[config.mk]
export PLATFORM = sky130hd
export DESIGN_NAME = instruction_fetch
export DESIGN_NICKNAME = d
export VERILOG_FILES = /design/src/rtl/cpu_pkg.sv /design/src/rtl/instruction_fetch.sv
export SDC_FILE = /design/constraint.sdc
export NUM_CORES = 1
export LEC_CHECK = 0
export ABC_AREA = 1
export BUFFER_PORTS_ARGS = -buffer_cell sky130_fd_sc_hd__buf_2
export CORE_ASPECT_RATIO = 0.75
export CORE_UTILIZATION = 45
export CTS_BUF_LIST = sky130_fd_sc_hd__clkbuf_8
export CTS_CLUSTER_DIAMETER = 30
export DETAILED_ROUTE_END_ITERATION = 8
export PLACE_DENSITY_LB_ADDON = 0.1
export SYNTH_ARGS = -nofsm -noshare
export SYNTH_HDL_FRONTEND = slang
export SYNTH_SLANG_ARGS = --single-unit
export TNS_END_PERCENT = 50
[constraint.sdc]
create_clock -name clk -period 4.5 [get_ports clk]
set_input_delay 0.9 -clock clk [delete_from_list [all_inputs] [get_ports clk]]
set_output_delay 0.9 -clock clk [all_outputs]
set_load 0.05 [all_outputs]
[src/rtl/cpu_pkg.sv]
// Shared CPU definitions: fetch FSM states, instruction word constants and the PC wrap helper.
package cpu_pkg;

    localparam int unsigned INSTR_WIDTH = 32;
    localparam int unsigned WORD_BYTES  = 4;

    typedef enum logic [1:0] {REQ, RESP, HOLD, HALT} fetch_state_e;

    // Folds an already-incremented PC back into the memory window; callers pass zero-extended
    // ADDR_WIDTH values so the subtraction result always fits back into ADDR_WIDTH bits.
    function automatic logic [63:0] wrap_pc(input logic [63:0] x, input logic [63:0] bound);
        return (x >= bound) ? x - bound : x;
    endfunction

endpackage

[src/rtl/instruction_fetch.sv]
// Fetch stage: owns the PC, issues one memory read at a time and hands words to decode.
// Define FETCH_ALIGN_CHECK_EN to trap misaligned redirect targets (adds fetchFault and HALT).
module instruction_fetch
    import cpu_pkg::*;
#(
    parameter int unsigned           ADDR_WIDTH = 32,
    parameter logic [ADDR_WIDTH-1:0] RESET_PC   = '0,
    parameter int unsigned           MEM_BYTES  = 64
) (
    input  logic                   clk,
    input  logic                   rst,
    output logic [ADDR_WIDTH-1:0]  address,
    output logic                   memoryRead,
    input  logic [INSTR_WIDTH-1:0] readData,
    input  logic                   dataAccess,
    input  logic                   redirect,
    input  logic [ADDR_WIDTH-1:0]  redirectPc,
    output logic [INSTR_WIDTH-1:0] instr,
    output logic [ADDR_WIDTH-1:0]  instrPc,
    output logic [ADDR_WIDTH-1:0]  instrPcNext,
    output logic                   instrValid,
    input  logic                   instrReady
`ifdef FETCH_ALIGN_CHECK_EN
    ,
    output logic                   fetchFault
`endif
);

    fetch_state_e           state_q, state_d;
    logic [ADDR_WIDTH-1:0]  pc_q, pc_d;
    logic [INSTR_WIDTH-1:0] instr_q, instr_d;
    logic [ADDR_WIDTH-1:0]  ipc_q, ipc_d;
    logic [ADDR_WIDTH-1:0]  ipcn_q, ipcn_d;
    logic                   valid_q, valid_d;
    logic [ADDR_WIDTH-1:0]  pc_inc;
    logic [ADDR_WIDTH-1:0]  pc_seq;

    assign pc_inc = pc_q + ADDR_WIDTH'(WORD_BYTES);
    assign pc_seq = ADDR_WIDTH'(wrap_pc(64'(pc_inc), 64'(MEM_BYTES)));

`ifdef FETCH_ALIGN_CHECK_EN
    logic fault_q, fault_d;
    logic redirect_bad;

    assign redirect_bad = redirect && (redirectPc[1:0] != 2'b00);
    assign fetchFault   = fault_q;
`endif

    always_comb begin
        state_d    = state_q;
        pc_d       = pc_q;
        instr_d    = instr_q;
        ipc_d      = ipc_q;
        ipcn_d     = ipcn_q;
        valid_d    = valid_q;
        memoryRead = 1'b0;
        unique case (state_q)
            REQ: begin
                if (redirect) begin
                    pc_d = redirectPc;
                end else if (!dataAccess) begin
                    // Gated by rst so the port stays quiet while reset is held.
                    memoryRead = !rst;
                    state_d    = RESP;
                end
            end
            RESP: begin
                if (redirect) begin
                    pc_d    = redirectPc;
                    state_d = REQ;
                end else begin
                    instr_d = readData;
                    ipc_d   = pc_q;
                    ipcn_d  = pc_seq;
                    valid_d = 1'b1;
                    pc_d    = pc_seq;
                    state_d = HOLD;
                end
            end
            HOLD: begin
                if (redirect) begin
                    valid_d = 1'b0;
                    pc_d    = redirectPc;
                    state_d = REQ;
                end else if (instrReady) begin
                    valid_d = 1'b0;
                    state_d = REQ;
                end
            end
            HALT: begin
                valid_d = 1'b0;
            end
        endcase
`ifdef FETCH_ALIGN_CHECK_EN
        fault_d = fault_q;
        if (redirect_bad) begin
            fault_d = 1'b1;
            valid_d = 1'b0;
            state_d = HALT;
        end
`endif
    end

    always_ff @(posedge clk) begin
        if (rst) begin
            state_q <= REQ;
            pc_q    <= RESET_PC;
            instr_q <= '0;
            ipc_q   <= '0;
            ipcn_q  <= '0;
            valid_q <= 1'b0;
`ifdef FETCH_ALIGN_CHECK_EN
            fault_q <= 1'b0;
`endif
        end else begin
            state_q <= state_d;
            pc_q    <= pc_d;
            instr_q <= instr_d;
            ipc_q   <= ipc_d;
            ipcn_q  <= ipcn_d;
            valid_q <= valid_d;
`ifdef FETCH_ALIGN_CHECK_EN
            fault_q <= fault_d;
`endif
        end
    end

    assign address     = pc_q;
    assign instr       = instr_q;
    assign instrPc     = ipc_q;
    assign instrPcNext = ipcn_q;
    assign instrValid  = valid_q;

endmodule

# Word level (Yosys, flattened, before mapping)
# Cells that the tools add are included.
# op_classes
n_addsub	2
magnitude_cmp	1
eq_ne	8
muxes	17
n_bitwise	1
reduce_logical	10
# op_table
cell	count
2-to-1 mux 32 bit	3
case mux 32 bit (2 select lines)	1
adder 32 x 3 -> 32 bit (second input constant)	1
>= comparator 32 x 7 -> 1 bit (second input constant)	1
subtractor 32 x 7 -> 32 bit (second input constant)	1
2-to-1 mux 2 bit	5
2-to-1 mux 1 bit	6
inequality test 2 bit (second input constant)	3
case mux 2 bit (3 select lines)	1
nonzero test 3 bit	2
equality test 2 bit (second input constant)	2
AND reduction 2 bit	2
AND reduction 4 bit	1
inequality test 3 bit (second input constant)	1
case mux 1 bit (3 select lines)	1
AND reduction 3 bit	1
equality test 2 x 1 -> 1 bit (second input constant)	1
zero test 2 bit	1
inequality test 2 x 1 -> 1 bit (second input constant)	1
nonzero test 2 bit	1
OR reduction 2 bit	1
zero test 1 bit	1
inverter 1 bit	1
# totals
ff_bits	131
input_bits	69
output_inout_bits	130
wordCells	45

# Longest topological paths before layout
# logic_depth
word_depth	5
mapped_depth	19
depth_no_buf	19

# Least setup slack after synthesis
# No wires, ideal clock.
# synth_path
path_kind	input to output
startpoint	input port rst
endpoint	output port memoryRead
arrival_time_ns	2.483
required_time_ns	3.600
slack_ns	1.117
stages	5
n_path_buf	2
cell_sequence	buf_6 inv_1 buf_1 nand2_1 nor3_1
# synth_via
elab_chain_cells	4
# synth_rtl
element	line	source
from (decl)	instruction_fetch.sv:11	input logic rst,
zero test 1 bit	instruction_fetch.sv:63	memoryRead = !rst;
2-to-1 mux 1 bit	instruction_fetch.sv:61	end else if (!dataAccess) begin
2-to-1 mux 1 bit	instruction_fetch.sv:59	if (redirect) begin
2-to-1 mux 1 bit	instruction_fetch.sv:57	unique case (state_q)
to (decl)	instruction_fetch.sv:13	output logic memoryRead,
# Every way passes these cells.

# Worst setup path in the final report
# layout_path
startpoint	register pc_q[2] (netlist: address[2])
endpoint	register pc_q[28] (netlist: address[28])
# layout_via
elab_chain_cells	5
elab_cells_between_ends	6
classes_between	add/sub: 2; order compare: 1; mux: 3
# layout_rtl
element	line	source
from (decl)	instruction_fetch.sv:30	logic [ADDR_WIDTH-1:0] pc_q, pc_d;
from (signal assigned)	instruction_fetch.sv:117	pc_q <= pc_d;
adder 32 x 3 -> 32 bit *	instruction_fetch.sv:38	assign pc_inc = pc_q + ADDR_WIDTH'(WORD_BYTES);
subtractor 32 x 7 -> 32 bit or >= comparator 32 x 7 -> 1 bit (tied branches)	cpu_pkg.sv:12	return (x >= bound) ? x - bound : x;
2-to-1 mux 32 bit *	cpu_pkg.sv:12	
2-to-1 mux 32 bit *	instruction_fetch.sv:68	if (redirect) begin
case mux 32 bit (2 select lines) *	instruction_fetch.sv:57	
# Every way passes the cells marked *; elsewhere a longest branch is shown, timed or not.
# A chain may end at the register's enable or synchronous reset.

==> flow_summary_export.csv <==
group,metric,value,unit
clock_network,hold_buffers,0,
cells_and_area,instances_no_fill,1449,
synth,synth_top_area_frac,0.366,
floorplan,die_w,147,µm
synth,ys_seq_elements,129,
global_route,antenna_found_initial,0,
synth,synth_fp_nets,1137,
min_path,hp-class,"flip-flop to flip-flop",
critical_path,required,4.82,ns
timing,slew_viol_final,0,
global_route,grt_use_total,0.275,
synth,synth_edf_count,0,
synth,yosysWarnings,0,
placed_design,hpwlAfterDp,15.9,mm
timing,rsz0062_at_grt,"no",
synth,synth_area_leader_cell,"dfxtp_1",
clock_network,post_cts_buffers,0,
cells_and_area,antennaDiodeCount,0,
global_route,overflow,0,
timing,fin_skew,0.0124,ns
timing,final-setup-viol-count,0,
outcome,status,"finished, final reports clean",
timing,finalHoldViolations,0,
power,p_sw,1.51,mW
floorplan,rows,39,
clock_network,ctsResizeCount,0,
power,power_frac_clock,0.274,
job,maxCapViolCount,0,
detailed_routing,route.detailed.drc,0,
timing,max_freq,333,MHz
critical_path,crit_arrival,3.32,ns
timing,finalCritPeriodShare,0.667,
power,power.total,3.55,mW
timing,layout_setup_ws,1.50,ns
clock_network,cts_tree,"done",
timing,finalSetupTns,0,ns
synth,ys_types,36,
detailed_routing,drtIter0Drc,584,
placed_design,portBuffers,198,
clock_network,h-tree-depth,4,
cells_and_area,syn_to_final_growth,19.8,%
power,p_seq_frac,0.386,
placed_design,place_ws,1.55,ns
placed_design,gp_congestion,0.940,
cells_and_area,final_nets,1309,
floorplan,start_util,0.462,
power,combPwrFrac,0.340,
timing,period_minus_slack,3.00,ns
power,peakVddDrop,0.176,mV
power,p_leak,4.06,nW
clock_network,clkTransAtPathRegs,0.08,ns
detailed_routing,dr_total_vias,7252,
critical_path,end_kind,"flip-flop",
detailed_routing,avgRoutedWirePerCell,15.1,µm
synth,yosysSeqAreaShare,0.366,
synth,synthCells,1059,
detailed_routing,firstDrtPassIters,5,
power,p_per_area,420,nW/µm²
synth,synthFlopType,"dfxtp_1",
cells_and_area,layout-drive-gt1-share,0.252,
timing,fin_hold_ws,0.470,ns
global_route,grt_pass1_vias,6390,
critical_path,path_class,"flip-flop to flip-flop",
timing,tightest_slew,1.00,ns
global_route,grt_pass1_wl,34.9,mm
detailed_routing,drtAntennaViolNets,0,
floorplan,dieArea,16200,µm²
power,p_sw_frac,0.425,
critical_path,crit_fanout,10,
clock_network,max-clock-path-buffers,2,
detailed_routing,via_per_inst,5.00,
floorplan,core,15300,µm²
clock_network,cts_buffers,17,
floorplan,die_h,110,µm
synth,syn_avg_cell_area,6.66,µm²
floorplan,io_pins,199,
synth,synth_area_leaders,"dfxtp_1 (37%), nand2_1 (13%), nor2_1 (10%)",
critical_path,start_kind,"flip-flop",
power,internal_power,2.04,mW
cells_and_area,num-fill-cells,1580,
detailed_routing,wirelength,21.9,mm
clock_network,cts_root_buffer,"clkbuf_8",
clock_network,clock_latency,0.45,ns
global_route,grt_max_degree,104,
synth,synthArstFlopShare,0,
placed_design,dp_cells,1417,
synth,synth_most_common_cell,"nand2_1",
timing,slew_headroom,0.331,
synth,syn_area,7050,µm²
clock_network,clock_sinks,129,
synth,netlist_top_cells_count,"nand2_1 (251), nor2_1 (196), dfxtp_1 (129)",
==> routing by layer <==
| layer | track usage | up-vias | routed length, µm |
|---|---|---|---|
| li1 | - | 3738 | - |
| met1 | 0.410 | 3218 | 11100 |
| met2 | 0.401 | 276 | 9090 |
| met3 | 0.0545 | 20 | 1540 |
| met4 | 0.0639 | 0 | 208 |
| met5 | 0 | - | 0 |
==> cell type report <==
| class | count | area (µm²) | area share |
|---|---|---|---|
| Multi-Input combinational cell | 810 | 3930 | 0.465 |
| Sequential cell | 129 | 2580 | 0.306 |
| Timing Repair Buffer | 204 | 1040 | 0.123 |
| Clock buffer | 20 | 275 | 0.0326 |
| Inverter | 69 | 262 | 0.0310 |
| Tap cell | 205 | 256 | 0.0304 |
| Clock inverter | 12 | 106 | 0.0126 |
==> path summary, 6_finish.rpt <==
kind | from | end | slack (ns) | depth (start not counted)
setup / recovery | address[2]$_SDFFE_PP0P_ | address[28]$_SDFFE_PP0P_ | 1.50 | 15
hold / removal | instrValid$_SDFFE_PP0P_ | instrValid$_SDFFE_PP0P_ | 0.47 | 2
setup reg to reg | address[2]$_SDFFE_PP0P_ | address[28]$_SDFFE_PP0P_ | 1.50 | 15
hold reg to reg | instrValid$_SDFFE_PP0P_ | instrValid$_SDFFE_PP0P_ | 0.47 | 2
==> per-stage QoR <==
stage | area, µm² | util
4_1_cts | 8440 | 0.553
2_1_floorplan | 7050 | -
3_5_place_dp | 8060 | 0.528
3_3_place_gp | 8060 | 0.528
6_report | 8440 | 0.553
5_1_grt | 8440 | 0.553
==> placed cells by master (no fill, tap or decap), types with 17 or more instances in the layout <==
cell type	synthesis	layout
a21oi_1	83	83
buf_2	0	198
clkbuf_8	5	20
dfxtp_1	129	129
inv_1	64	63
nand2_1	251	251
nand2_2	35	35
nand3_1	44	44
nor2_1	196	196
nor2_4	17	17
o21ai_0	111	110
xor2_1	17	17
==> kinds of logic (layout without fill, tap and decap cells) <==
logic type | Yosys count | count (layout) | synth area share
AND/OR/NAND/NOR | 569 | 569 | 0.358
adder cells (fa/ha/maj) | 9 | 9 | 0.0160
flip-flops | 129 | 129 | 0.366
buffers and inverters | 120 | 305 | 0.0774
AO/OA/AOI/OAI | 212 | 212 | 0.157
XOR/XNOR | 20 | 20 | 0.0248
==> power groups by stage <==
| stage | sequential (mW) | clock, mW | combinational, mW |
|---|---|---|---|
| 4_1_cts | 1.37 | 0.987 | 1.21 |
| 6_report | 1.37 | 0.972 | 1.21 |
| 3_3_place_gp | 1.39 | 0 | 1.20 |
| 5_1_grt | 1.39 | 1.05 | 1.31 |
| 3_5_place_dp | 1.39 | 0 | 1.20 |
| 2_1_floorplan | 1.77 | 0 | 0.533 |
==> critical path: stages (launching register included) <==
cell and delay [ns]:
dfxtp_1 0.53, nand3_1 0.22, nor2_4 0.24, xnor2_1 0.23
ha_1 0.27, nand2_2 0.11, nor2_4 0.18, nand2_1 0.13
nor3_1 0.20, nand3_1 0.23, nor2_1 0.15, nand2_1 0.06
nand2_1 0.11, nand2_1 0.06, nand2_1 0.09, a21oi_1 0.05
==> state kept, by name, indices dropped and copies added, names as in the netlist <==
signal,flops
address,32
instr,32
instrPc,32
instrPcNext,30
instrValid,1
state_q,2
No activity file was read; power rests on OpenSTA's default activity.
